===== config.mk =====
export PLATFORM = sky130hd
export DESIGN_NAME = gray_rd_ptr_flat
export DESIGN_NICKNAME = d
export VERILOG_FILES = /design/src/rtl/gray_rd_ptr_if.sv /design/src/rtl/gray_rd_ptr.sv /design/src/flat_wrapper.sv
export SDC_FILE = /design/constraint.sdc
export NUM_CORES = 1
export LEC_CHECK = 0
export ABC_AREA = 0
export CAP_MARGIN = 20
export CORE_UTILIZATION = 39
export DETAILED_ROUTE_END_ITERATION = 10
export PLACE_DENSITY = 0.73
export SYNTH_ARGS = -nofsm -noshare
export SYNTH_HDL_FRONTEND = slang
export SYNTH_SLANG_ARGS = --single-unit

===== constraint.sdc =====
create_clock -name rclk -period 2.3 [get_ports rclk]
set_clock_uncertainty 0.2 [all_clocks]
set_input_delay 0.46 -clock rclk [delete_from_list [all_inputs] [get_ports rclk]]
set_output_delay 0.46 -clock rclk [all_outputs]
set_load 0.02 [all_outputs]

===== src/rtl/gray_rd_ptr_if.sv =====
// gray_rd_ptr_if: read-side pointer bundle between the FIFO consumer, the RAM and the write-domain crossing
interface gray_rd_ptr_if #(
    parameter int WIDTH = 4
);
    logic [WIDTH-1:0] wgray_i;
    logic             rd_en;
    logic [WIDTH-1:0] rgray_o;
    logic [WIDTH-2:0] raddr_o;
    logic             empty_o;
    logic [WIDTH-1:0] level_o;
    logic             rd_fire_o;
    logic [1:0]       err_o;

    modport master (
        output wgray_i, rd_en,
        input  rgray_o, raddr_o, empty_o, level_o, rd_fire_o, err_o
    );

    modport slave (
        input  wgray_i, rd_en,
        output rgray_o, raddr_o, empty_o, level_o, rd_fire_o, err_o
    );
endinterface


===== src/rtl/gray_rd_ptr.sv =====
// gray_rd_ptr: read-domain pointer of a Gray-crossing dual-clock FIFO (wgray sync, rbin/rgray, empty, level).
// Define GRAY_RD_CHECK_EN to build the sticky err_o checkers; otherwise err_o is tied to 0.
module gray_rd_ptr #(
    parameter int WIDTH       = 4,
    parameter int SYNC_STAGES = 2
) (
    input logic          rclk,
    input logic          rrst_n,
    gray_rd_ptr_if.slave bus
);
    localparam logic [WIDTH-1:0] DEPTH = {1'b1, {(WIDTH-1){1'b0}}};

    function automatic logic [WIDTH-1:0] gray2bin(input logic [WIDTH-1:0] g);
        logic [WIDTH-1:0] b;
        b = '0;
        for (int i = 0; i < WIDTH; i++) b = b ^ (g >> i);
        return b;
    endfunction

    logic [WIDTH-1:0] sync_q [SYNC_STAGES];
    logic [WIDTH-1:0] wsync, wbin, rbin, rbin_next, level_next;

    // plain flop chain: no logic between stages keeps the crossing metastability-safe
    always_ff @(posedge rclk or negedge rrst_n) begin
        if (!rrst_n) begin
            for (int i = 0; i < SYNC_STAGES; i++) sync_q[i] <= '0;
        end else begin
            sync_q[0] <= bus.wgray_i;
            for (int i = 1; i < SYNC_STAGES; i++) sync_q[i] <= sync_q[i-1];
        end
    end

    assign wsync         = sync_q[SYNC_STAGES-1];
    assign wbin          = gray2bin(wsync);
    assign bus.rd_fire_o = bus.rd_en & ~bus.empty_o;
    assign rbin_next     = rbin + WIDTH'(bus.rd_fire_o);
    assign level_next    = wbin - rbin_next;
    assign bus.raddr_o   = rbin[WIDTH-2:0];

    always_ff @(posedge rclk or negedge rrst_n) begin
        if (!rrst_n) begin
            rbin        <= '0;
            bus.rgray_o <= '0;
            bus.empty_o <= 1'b1;
            bus.level_o <= '0;
        end else begin
            rbin        <= rbin_next;
            bus.rgray_o <= rbin_next ^ (rbin_next >> 1);
            bus.empty_o <= wbin == rbin_next;
            bus.level_o <= level_next;
        end
    end

`ifdef GRAY_RD_CHECK_EN
    always_ff @(posedge rclk or negedge rrst_n) begin
        if (!rrst_n) bus.err_o <= '0;
        else bus.err_o <= bus.err_o | {level_next > DEPTH, bus.rd_en & bus.empty_o};
    end
`else
    assign bus.err_o = '0;
`endif
endmodule


===== src/flat_wrapper.sv =====
// flat-port wrapper written by rule: the top's interface ports become plain ports
module gray_rd_ptr_flat 
#(
    parameter int WIDTH       = 4,
    parameter int SYNC_STAGES = 2
)
  (rclk, rrst_n, bus_wgray_i, bus_rd_en, bus_rgray_o, bus_raddr_o, bus_empty_o, bus_level_o, bus_rd_fire_o, bus_err_o);
  gray_rd_ptr_if #(.WIDTH(WIDTH)) bus_i ();
  input logic rclk;
  input logic rrst_n;
  input wire logic [$bits(bus_i.wgray_i)-1:0] bus_wgray_i;
  input wire logic [$bits(bus_i.rd_en)-1:0] bus_rd_en;
  output wire logic [$bits(bus_i.rgray_o)-1:0] bus_rgray_o;
  output wire logic [$bits(bus_i.raddr_o)-1:0] bus_raddr_o;
  output wire logic [$bits(bus_i.empty_o)-1:0] bus_empty_o;
  output wire logic [$bits(bus_i.level_o)-1:0] bus_level_o;
  output wire logic [$bits(bus_i.rd_fire_o)-1:0] bus_rd_fire_o;
  output wire logic [$bits(bus_i.err_o)-1:0] bus_err_o;
  assign bus_i.wgray_i = bus_wgray_i;
  assign bus_i.rd_en = bus_rd_en;
  assign bus_rgray_o = bus_i.rgray_o;
  assign bus_raddr_o = bus_i.raddr_o;
  assign bus_empty_o = bus_i.empty_o;
  assign bus_level_o = bus_i.level_o;
  assign bus_rd_fire_o = bus_i.rd_fire_o;
  assign bus_err_o = bus_i.err_o;
  gray_rd_ptr #(.WIDTH(WIDTH), .SYNC_STAGES(SYNC_STAGES)) u_core (.rclk(rclk), .rrst_n(rrst_n), .bus(bus_i));
endmodule

==> run summary <==
The area growth from synthesis to layout is 49.3%. The synthesized netlist devotes 4.12% of its cell area to compound gates. The overflow left after global routing came out at 0. The cell depth of the worst flop-to-flop path is 10. The time the final worst path needs with I/O delays and setup was 2.30 ns. The synthesized netlist contains 20 unique library cells. The fraction of the cycle the final worst path needs was 99.9%; the number of iterations in the first detailed-routing pass was 1. The adder-cell area share of the yosys netlist was 8.55%; the final cell area excluding filler cells was 1220 um^2. Once detail routing completed, the nets flagged for antenna violations numbered 0.

The classification of the worst setup path was flip-flop to flip-flop. The via count of the first global-routing pass was 521; the routed via count divided by cell count was 4.33. The tools report the worst hold margin as 0.158 ns. Power spread over the standard cell area amounts to 1570 nW/um^2. The maximum level of the CTS H-tree was 1; the area enclosed by the die boundary was 2290 um^2. The data arrival at the endpoint of the critical path is 2.33 ns.

The routed design has 1.27 mm of wire. The worst hold path passes through 0 cells. Cell type group with the largest total delay on the critical path: adder cells. The mapped netlist covers 820 um^2.

Slowest stage cell on the critical path: dfstp_2. The initial utilization of the core area, before any placement, comes to 41.8%. By area, the combinational part of the netlist is dominated by XOR/XNOR gates. The tools report the end of the worst register-to-register path as u_core.bus.level_o[3].

The worst hold path endpoint was u_core.wsync[3]. The portion of the post-synthesis area used by sequential elements is 61.2%, and the highest net fanout along the worst path is 2. The run gives 0 as the number of warnings printed during yosys synthesis.

In this run the most critical hold path is launched from u_core.sync_q[7]. The final-layout fill cell count was 169; the number of buffers and inverters on the critical path was 1. Leaving out fill and tap cells, the most frequent cells in the layout are 18 x clkdlybuf4s50_1, 18 x dfrtp_1, 12 x buf_4, 6 x xnor2_1, 4 x inv_1.

The number of rows created at floorplan was 16; the sink count of the clock tree was 20. In this run the tool buffered the top-level ports with 19 buffer cells. The flow ran to the end, and the final reports show no timing, DRC or antenna violations. Max-cap violations in this run came to 0. The logs give 0 for the count of endpoints failing hold in the final timing report and 58 for the cell count after synthesis. Buffer depth of the longest clock path: 2.

The path category of the worst min-delay check was flip-flop to flip-flop. In this design, the stage delay of the slowest critical-path cell is 0.57 ns. Pin placement for this block handled 22 I/O pins. The area of the core came out at 1960 um^2. Dividing the synthesized area by the synthesized cell count gives 14.1 um^2.

TritonCTS built the clock tree. Of the total synthesized cell area, the portion taken by XOR and XNOR cells is 15.1%. From left edge to right edge, the die measures 47.8 um.

Entering global routing, the biggest net connects 21 pins. The number of antenna violations at the first check in global routing is 0, and the number of DRC markers in iteration 0 is 0. For the total count of max-transition violations in the final report, the log shows 0.

Slack of the worst reg-to-reg path: 0.002 ns. 0 antenna diodes ended up in the layout. Setup repair after global routing could not meet its margin everywhere. After clock tree synthesis, the clock-pin slew on the worst setup and hold paths is 0.10 ns. The run gives 3 as the number of clock buffers inserted by TritonCTS. Cells with a size suffix above 1 make up 32.6% of the layout. Multiplexer cells account for 0% of the synthesized area.

The number of nets in the final layout came out at 105. In the final routed layout, each cell accounts on average for 10.7 um. In this run the cell area measured after placement is 1160 um^2.

Worst-skew pair later-pin latency: 0.29 ns. The logs give 0.533 nW for the leakage component of the power and 2.13 mm for the wire length of the first global-routing pass. The congestion estimate from routability-driven global placement came to 0.702.

Walking the worst path, the cells encountered are nor2b_4 > ha_4 > ha_4 > inv_2 > ha_4 > nor2b_4 > o21ai_2 > nor2b_4 > o31ai_2 > xnor2_1. Largest vdd supply drop: 0.722 mV. The run gives 503 um^2 as the sequential cell area in the final layout.

STA classifies the critical path endpoint as a flip-flop. The die outline height works out to 47.8 um. Clock tree synthesis selected as its root buffer the cell clkbuf_4. The launching element type of the critical path was a flip-flop. The run gives 981 um as the post-DP HPWL. The final route contains 515 vias. The startpoint of the worst-slack reg-to-reg timing path is u_core.bus.empty_o. The number of failing setup endpoints in the final timing report was 0. Based on the critical path, the design can be clocked at up to 435 MHz. After detailed routing, the number of remaining DRC violations is 0. The multi-input combinational cells in the finished layout cover a total of 363 um^2. The synthesized design contains 20 register bits.

At the worst endpoint, the required time is 2.33 ns. Global routing consumed, over all layers together, 14.5% of the routing resources. The simple-gate share of the synthesized area is 6.41%.
flip-flops by register name, summed over array words and instances (netlist names):
signal,count
u_core.bus.level_o,4
u_core.bus.empty_o,1
u_core.bus.rgray_o,4
u_core.rbin,3
u_core.wsync,4
u_core.sync_q,4
routing by layer:
| metal | global-route usage (%) | wire length [um] | up-vias |
|---|---|---|---|
| met5 | 0 | 0 | - |
| met4 | 10.0 | 24 | 0 |
| met3 | 2.26 | 60 | 2 |
| met2 | 26.5 | 717 | 19 |
| met1 | 14.9 | 469 | 245 |
| li1 | - | - | 249 |
power by group:
group / internal, mW / switching, mW
logic: 0.647 / 0.550
registers: 0.486 / 0.0696
clock network: 0.0676 / 0.0969
Yosys cell counts (all sizes together):
| cell | count | area (um^2) |
|---|---|---|
| o31ai | 1 | 12.5 |
| nand3b | 1 | 7.51 |
| ha | 4 | 50.1 |
| o21ai | 1 | 8.76 |
| nand3 | 1 | 5.00 |
| nand2 | 2 | 7.51 |
| o211ai | 1 | 7.51 |
| fa | 1 | 20.0 |
| xor2 | 5 | 43.8 |
| xnor2 | 7 | 80.1 |
| nor3 | 1 | 10.0 |
| nor2 | 1 | 3.75 |
| buf | 2 | 15.0 |
| dfstp | 1 | 26.3 |
| nor2b | 3 | 18.8 |
| a21oi | 1 | 5.00 |
| inv | 5 | 18.8 |
| conb | 1 | 3.75 |
| dfrtp | 19 | 475 |
per-stage QoR:
stage	utilization [%]	setup WS [ns]	total power [mW]	cells	TNS (ns)
after floorplan	-	-0.0741	1.29	59	-0.0810
final	62.4	0.00153	1.92	119	0
after detailed placement	59.1	-0.453	1.74	113	-1.04
after global routing	62.4	-0.121	2.09	119	-0.144
after global placement	59.1	-0.368	1.70	113	-0.686
after CTS	60.8	-0.0717	1.92	118	-0.0717
cells by family after synthesis:
family | Yosys count
buffers and inverters | 7
flip-flops | 20
AO/OA/AOI/OAI | 4
AND/OR/NAND/NOR | 9
adder cells (fa/ha/maj) | 5
XOR/XNOR | 12
other | 1
worst max-delay path by stage:
| stage | from | endpoint | slack, ns | cells after the start |
|---|---|---|---|---|
| after detailed placement | bus_rd_en | u_core.bus.level_o[3] | -0.45 | 11 |
| after floorplan | u_core.bus.empty_o | u_core.bus.level_o[3] | -0.07 | 10 |
| final | u_core.bus.empty_o | u_core.bus.level_o[3] | 0.002 | 10 |
| after CTS | u_core.bus.empty_o | u_core.bus.level_o[3] | -0.07 | 10 |
| after global placement | bus_rd_en | u_core.bus.level_o[3] | -0.37 | 11 |
| after global routing | u_core.bus.empty_o | u_core.bus.level_o[3] | -0.12 | 10 |
cell type report:
cell class | instances | area share (%)
inverter | 5 | 1.53
clock buffer | 4 | 2.15
timing repair buffer | 31 | 22.8
sequential | 20 | 41.1
multi-input combinational | 32 | 29.7
tap | 27 | 2.76
what timing repair did:
| item | in CTS | in global routing |
|---|---|---|
| endpoints found under the setup margin | 2 | 3 |
| setup buffers | 1 | 1 |
| cloned | 0 | 0 |
| hold buffers | 0 | 0 |
| pin swaps | 2 | 4 |
| resized for setup | 1 | 5 |
Power figures use the tool's default switching activity.
